<file path="config.mk">
export PLATFORM = sky130hd
export DESIGN_NAME = e1_tx_framer
export DESIGN_NICKNAME = d
export VERILOG_FILES = /design/src/rtl/e1_tx_framer.sv
export SDC_FILE = /design/constraint.sdc
export NUM_CORES = 1
export LEC_CHECK = 0
export ABC_CLOCK_PERIOD_IN_PS = 1900
export BUFFER_PORTS_ARGS = -buffer_cell sky130_fd_sc_hd__buf_2
export CORE_ASPECT_RATIO = 0.7
export CORE_MARGIN = 4
export CORE_UTILIZATION = 40
export CTS_CLUSTER_DIAMETER = 150
export DETAILED_ROUTE_END_ITERATION = 10
export GPL_TIMING_DRIVEN = 0
export HOLD_SLACK_MARGIN = 0.12
export PLACE_DENSITY = 0.71
export RECOVER_POWER = 100
export SYNTH_ARGS = -nofsm -noshare
export SYNTH_HDL_FRONTEND = slang
export SYNTH_SLANG_ARGS = --single-unit
export TNS_END_PERCENT = 1
</file>
<file path="constraint.sdc">
create_clock -name clk -period 1.9 [get_ports clk]
set_clock_uncertainty 0.2 [all_clocks]
set_input_delay 0.19 -clock clk [delete_from_list [all_inputs] [get_ports clk]]
set_output_delay 0.19 -clock clk [all_outputs]
set_load 0.05 [all_outputs]
</file>
<file path="src/rtl/e1_tx_framer.sv">
`default_nettype none
// ============================================================================
// Module      : e1_tx_framer
// Description : Transmit-side E1 framer. Pulls one byte per timeslot from a
//               timeslot-indexed source and inserts the FAS/NFAS word in TS0
//               when framing is enabled. It serialises 256-bit frames
//               MSB-first, emitting one bit per out_ready strobe. CRC-4 is not
//               generated, so the Si bit is always sent as 1.
// Ports       : clk, rst            - clock, async active-high reset
//               in_data/in_valid    - source byte for timeslot in_ts
//               in_ts/in_ack        - next timeslot to load / consumed pulse
//               out_bit/out_valid   - serial bit and its one-cycle strobe
//               out_ready           - line-side bit request
//               ctrl_do_framing     - 1: TS0 generated, 0: TS0 transparent
//               alarm               - remote alarm (A bit of NFAS)
//               status_underrun     - load happened without valid data
//               status_sof          - TS0 bit 0 emitted
// Revision    : 1.0 - initial release
// ============================================================================
module e1_tx_framer (
    input  logic       clk,
    input  logic       rst,
    input  logic [7:0] in_data,
    input  logic       in_valid,
    output logic [4:0] in_ts,
    output logic       in_ack,
    output logic       out_bit,
    output logic       out_valid,
    input  logic       out_ready,
    input  logic       ctrl_do_framing,
    input  logic       alarm,
    output logic       status_underrun,
    output logic       status_sof
);

    localparam logic [7:0] C_FAS  = 8'h9B;
    localparam logic [7:0] C_IDLE = 8'hFF;

    logic [2:0] r_bit_cnt;
    logic [4:0] r_ts_cnt;
    logic       r_frame_odd;
    logic [7:0] r_sr;

    logic       w_load;
    logic       w_ts0_framed;
    logic [7:0] w_word;
    logic       w_underrun;

    assign w_load       = out_ready && (r_bit_cnt == 3'd0);
    assign w_ts0_framed = ctrl_do_framing && (r_ts_cnt == 5'd0);

    // Word loaded at the start of each timeslot. In framed TS0 the source
    // byte is ignored, so a missing byte there is not an underrun.
    always_comb begin
        w_word     = C_IDLE;
        w_underrun = 1'b0;
        if (w_ts0_framed) begin
            w_word = r_frame_odd ? {2'b11, alarm, 5'b11111} : C_FAS;
        end else if (in_valid) begin
            w_word = in_data;
        end else begin
            w_underrun = 1'b1;
        end
    end

    always_ff @(posedge clk or posedge rst) begin
        if (rst) begin
            r_bit_cnt       <= 3'd0;
            r_ts_cnt        <= 5'd0;
            r_frame_odd     <= 1'b0;
            r_sr            <= 8'd0;
            in_ts           <= 5'd0;
            in_ack          <= 1'b0;
            out_bit         <= 1'b0;
            out_valid       <= 1'b0;
            status_underrun <= 1'b0;
            status_sof      <= 1'b0;
        end else begin
            out_valid       <= out_ready;
            in_ack          <= w_load;
            status_underrun <= w_load && w_underrun;
            status_sof      <= w_load && (r_ts_cnt == 5'd0);

            if (out_ready) begin
                if (r_bit_cnt == 3'd0) begin
                    out_bit <= w_word[7];
                    r_sr    <= {w_word[6:0], 1'b0};
                    // ts_cnt only advances at the end of this byte, so the
                    // next load's timeslot is ts_cnt + 1 already.
                    in_ts   <= r_ts_cnt + 5'd1;
                end else begin
                    out_bit <= r_sr[7];
                    r_sr    <= {r_sr[6:0], 1'b0};
                end

                r_bit_cnt <= r_bit_cnt + 3'd1;
                if (r_bit_cnt == 3'd7) begin
                    r_ts_cnt <= r_ts_cnt + 5'd1;
                    if (r_ts_cnt == 5'd31) begin
                        r_frame_odd <= ~r_frame_odd;
                    end
                end
            end
        end
    end

endmodule
`default_nettype wire

</file>
After elaboration in Yosys (flattened, before gate mapping)
Cells that the tools add are included.
Word-level totals
  register bits: 27
  bits of input ports: 14
  output and inout port bits: 10
  logic and storage cells: 31
Cells by class
  add/subtract/negate cells: 2
  eq/ne operators: 2
  muxes and demuxes: 7
  bitwise operators: 1
  reduce and logical (&&, ||, !) cells: 9
Operator list (count)
  $mux W8: 3
  $mux W7: 1
  $add A5 B1 Y5 const B: 1
  $eq A5 B5 Y1 const B: 1
  $logic_not A5 Y1: 1
  $logic_and A1 B1 Y1: 4
  $reduce_and A2 Y1: 2
  $add A3 B1 Y3 const B: 1
  $eq A3 B3 Y1 const B: 1
  $logic_not A3 Y1: 1
  $mux W1: 3
  $reduce_and A3 Y1: 1
  $not A1 Y1: 1

Longest topological paths before layout
  depth after elaboration: 4
  mapped depth: 6
  mapped depth without buffers: 5

Worst setup path after synthesis
OpenSTA, ideal clock, no wires.
  path kind: flip-flop to flip-flop
  from: register r_ts_cnt[0]
  to: register in_ts[4]
  library setup time: 0.128 ns
  data arrival time: 1.351 ns
  required time: 1.572 ns
  setup slack: 0.221 ns
  stages on the path, launching flop included: 5
  path buffers: 0
  period minus slack after synthesis: 1.679 ns
  path through: dfrtp_1 > ha_1 > and3_1 > ha_1 > mux2_1
Between the ends
  longest elaborated chain between the ends: 1
Ends and longest elaborated chain
  start, declared: RTL line 40  | logic [4:0] r_ts_cnt;
  start signal, assigned: RTL line 98  | r_ts_cnt <= r_ts_cnt + 5'd1;
  $add A5 B1 Y5: RTL line 90  | in_ts <= r_ts_cnt + 5'd1;
  end signal, assigned: RTL line 90
  end, declared: RTL line 25  | output logic [4:0] in_ts,
Every way passes these cells.
A chain may end at the register's enable or synchronous reset.

Final worst setup path
  from: register r_ts_cnt[0]
  to: register r_sr[2]
Between the ends
  longest elaborated chain between the ends: 4
Ends and longest elaborated chain
  $logic_not A5 Y1: RTL line 50  | assign w_ts0_framed = ctrl_do_framing && (r_ts_cnt == 5'd0);
  $logic_and A1 B1 Y1: RTL line 50
  $mux W8: RTL line 57  | if (w_ts0_framed) begin
  $mux W8: RTL line 85  | if (r_bit_cnt == 3'd0) begin
  end signal, assigned: RTL line 87  | r_sr <= {w_word[6:0], 1'b0};
  end signal, assigned: RTL line 93  | r_sr <= {r_sr[6:0], 1'b0};
  end, declared: RTL line 42  | logic [7:0] r_sr;
Every way passes these cells.

==> results.sh <==
export IMPL_drive_gt1_share_pct=18.7
export IMPL_final_hold_viol_count=0
export IMPL_clock_latency_ns=0.28
export IMPL_grt_pass1_vias=960
export IMPL_die_x_um=74.9
export IMPL_grt_remaining_overflow=0
export IMPL_grt_usage_pct=14.2
export IMPL_post_route_period_util_pct=96.8
export IMPL_synth_cells=111
export IMPL_vias=968
export IMPL_clock_root_buffer="clkbuf_8"
export IMPL_wl_um=2690
export IMPL_maxSlewViolCount=0
export IMPL_slowest_stage="dfrtp_2"
export IMPL_worstSetupStartpoint="r_ts_cnt[0]"
export IMPL_maxCapViolCount=0
export IMPL_crit_fanout=10
export IMPL_routed_via_density=5.18
export IMPL_clkPwrFrac_pct=20.5
export IMPL_die_area_mm2=0.00411
export IMPL_seqPwrFrac_pct=39.1
export IMPL_reg2reg_slack_ns=0.06
export IMPL_peakVddDrop_mv=0.718
export IMPL_start_util_pct=43.2
export IMPL_setup_viol=0
export IMPL_cp_cell_sequence="inv_1, ha_1, nor4b_4, buf_6, a2111oi_2, o22ai_1"
export IMPL_ys_seq_area_share_pct=51.8
export IMPL_clock_path_buffers=2
export IMPL_p_sw_mw=0.894
export IMPL_maxSlewHeadroom_pct=34.8
export IMPL_synthFlopType="dfrtp_1"
export IMPL_drc=0
export IMPL_drt_pass1_iterations=4
export IMPL_grt_max_degree=27
export IMPL_fmax_mhz=544
export IMPL_ios=24
export IMPL_synth_avg_cell_area_um2=11.3
export IMPL_r2r_start="r_ts_cnt[0]"
export IMPL_syn2layout_area_growth_pct=27.9
export IMPL_dpl_hpwl_um=1840
export IMPL_ys_warn_count=0
export IMPL_pre_cts_ws_ns=0.0931
export IMPL_holdPathStages=3
export IMPL_finalWorstSetupSlack_ns=0.0602
export IMPL_grt_pass1_wl_um=4310
export IMPL_min_period_ns=1.84
export IMPL_cts_inserted_buffers=3
export IMPL_synth_seq_cells=26
export IMPL_async_reset_ff_share_pct=100
export IMPL_min_path_type="in -> reg"
export IMPL_rr_worst_depth=6
export IMPL_worst_ep_arrival_time_ns=1.78
export IMPL_nets=171
export IMPL_post_drt_wl_per_cell_um=14.4
export IMPL_core_area_mm2=0.00290
export IMPL_worst_setup_path_type="reg -> reg"
export IMPL_cp_required_ns=1.84
export IMPL_ys_types=30
export IMPL_grt_setup_unrepaired="yes"
export IMPL_place_congestion=0.804
export IMPL_outcome="complete, no violations"
export IMPL_cellLeakagePower_nw=0.738
export IMPL_io_buffers=23
export IMPL_htreeDepth=1
export IMPL_p_int_mw=1.36
export IMPL_comb_power_share_pct=40.4
export IMPL_netlist_area_mm2=0.00125
export IMPL_switching_share_pct=39.6
export IMPL_cts_num_sinks=26
export IMPL_antenna_found_initial=0
export IMPL_tightest_slew_ns=0.977
export IMPL_end_kind="register"
export IMPL_slowest_delay_ns=0.41
export IMPL_rows=16
export IMPL_synth_edff_count=0
export IMPL_clk_pin_slew_ns=0.10
export IMPL_hp_start="ctrl_do_framing"
export IMPL_synth_nets=131
export IMPL_die_h_um=54.9
export IMPL_p_per_area_mw_per_mm2=1410
export IMPL_setup_tns_final_ns=0
export IMPL_cts_setup_buffers=0
export IMPL_tritoncts="yes"
export IMPL_dr_first_iter_drc_count=45
export IMPL_start_kind="register"
export IMPL_ant_nets=0
layer usage:
layer	global-route usage, %	wire length [um]	vias up
li1	-	-	471
met1	19.1	1260	462
met2	21.0	1200	29
met3	4.40	190	6
met4	6.51	38	0
met5	0	0	-
cells in the mapped netlist, types with 2 or more instances:
cell       instances  share of area (%)
a2111oi_2          3                3.6
dfrtp_1           26                 52
xor2_1             3                2.1
clkbuf_1           2               0.60
o22ai_1            5                2.5
nand3_1            5                2.0
inv_1             13                3.9
o21ai_1            4                1.6
o21ai_0            4                1.6
xnor2_1            4                2.8
a211oi_1           5                3.0
and3_1             3                1.5
o221ai_1           2                1.4
ha_1               6                6.0
nor2b_1            2                1.0
mux2_1             5                4.5
nand2_1            6                1.8
per-stage QoR:
| stage | std cells | total power [mW] | hold WS [ns] | utilization, % | area, um2 |
|---|---|---|---|---|---|
| 2_1_floorplan | 111 | 1.58 | 0.0214 | - | 1250 |
| 3_3_place_gp | 170 | 1.76 | 0.166 | 48.8 | 1420 |
| 3_5_place_dp | 170 | 1.80 | 0.174 | 48.8 | 1420 |
| 4_1_cts | 186 | 2.29 | 0.152 | 55.3 | 1610 |
| 5_1_grt | 186 | 2.40 | 0.171 | 55.2 | 1600 |
| 6_report | 187 | 2.26 | 0.161 | 55.3 | 1610 |
power groups by stage:
stage / sequential (mW) / combinational, mW / clock, mW
3_3_place_gp: 0.881 / 0.882 / 0
4_1_cts: 0.879 / 0.935 / 0.473
3_5_place_dp: 0.891 / 0.906 / 0
6_report: 0.883 / 0.912 / 0.464
5_1_grt: 0.906 / 1.01 / 0.493
2_1_floorplan: 1.07 / 0.515 / 0
critical path, delay by kind of cell (launching register included):
kind	cells	cell delay [ns]
fa+ha+maj	1	0.19
simple gates	1	0.14
flops	1	0.41
compound gates	2	0.55
buf+inv	2	0.20
area by class of cell:
type | count | area (um2)
Tap cell | 36 | 45.0
Fill cell | 250 | 1300
Inverter | 15 | 56.3
Clock buffer | 3 | 41.3
Clock inverter | 1 | 30.0
Sequential cell | 26 | 652
Timing Repair Buffer | 35 | 223
Buffer | 5 | 28.8
Multi-Input combinational cell | 65 | 527
Antenna cell | 1 | 2.50
state kept, by name (all words and copies together), names as in the netlist:
name             cells
status_underrun      1
r_bit_cnt            3
r_sr                 7
status_sof           1
r_frame_odd          1
out_bit              1
r_ts_cnt             5
out_valid            1
in_ack               1
in_ts                5
cell usage in the layout, fill, tap and decap left out, types with 2 or more instances in the layout:
master | synthesis | routed
o221ai_1 | 2 | 2
nand3_1 | 5 | 5
nor2b_1 | 2 | 2
ha_1 | 6 | 6
dlygate4sd3_1 | 0 | 12
a211oi_1 | 5 | 5
inv_1 | 13 | 13
dfrtp_1 | 26 | 25
buf_2 | 1 | 14
o21ai_1 | 4 | 2
o21ai_0 | 4 | 6
clkbuf_1 | 2 | 12
nand2_1 | 6 | 6
o22ai_1 | 5 | 5
xor2_1 | 3 | 3
and3_1 | 3 | 3
clkbuf_8 | 0 | 3
mux2_1 | 5 | 5
a2111oi_2 | 3 | 4
xnor2_1 | 4 | 4
kinds of logic (layout without fill, tap and decap cells):
logic type | Yosys count | count (layout) | synth area share, %
adder cells (fa/ha/maj) | 6 | 6 | 5.98
XOR/XNOR | 7 | 7 | 4.89
other | 0 | 1 | 0
flip-flops | 26 | 26 | 51.8
AND/OR/NAND/NOR | 20 | 20 | 9.57
multiplexers | 5 | 5 | 4.49
buffers and inverters | 20 | 59 | 6.68
AO/OA/AOI/OAI | 27 | 27 | 16.6
final timing paths:
check / endpoint
max in group asynchronous: r_ts_cnt[0]
min in group asynchronous: in_ts[2]
worst max-delay path: r_sr[2]
worst min register to register: in_ts[2]
worst min-delay path: r_sr[7]
worst max register to register: r_sr[2]
repair_timing:
item                                   CTS  global route
gates resized for setup                  0             4
endpoints found under the hold margin   37             0
setup endpoints to repair                0             4
hold buffers                            12             0
Power figures use the tool's default switching activity.
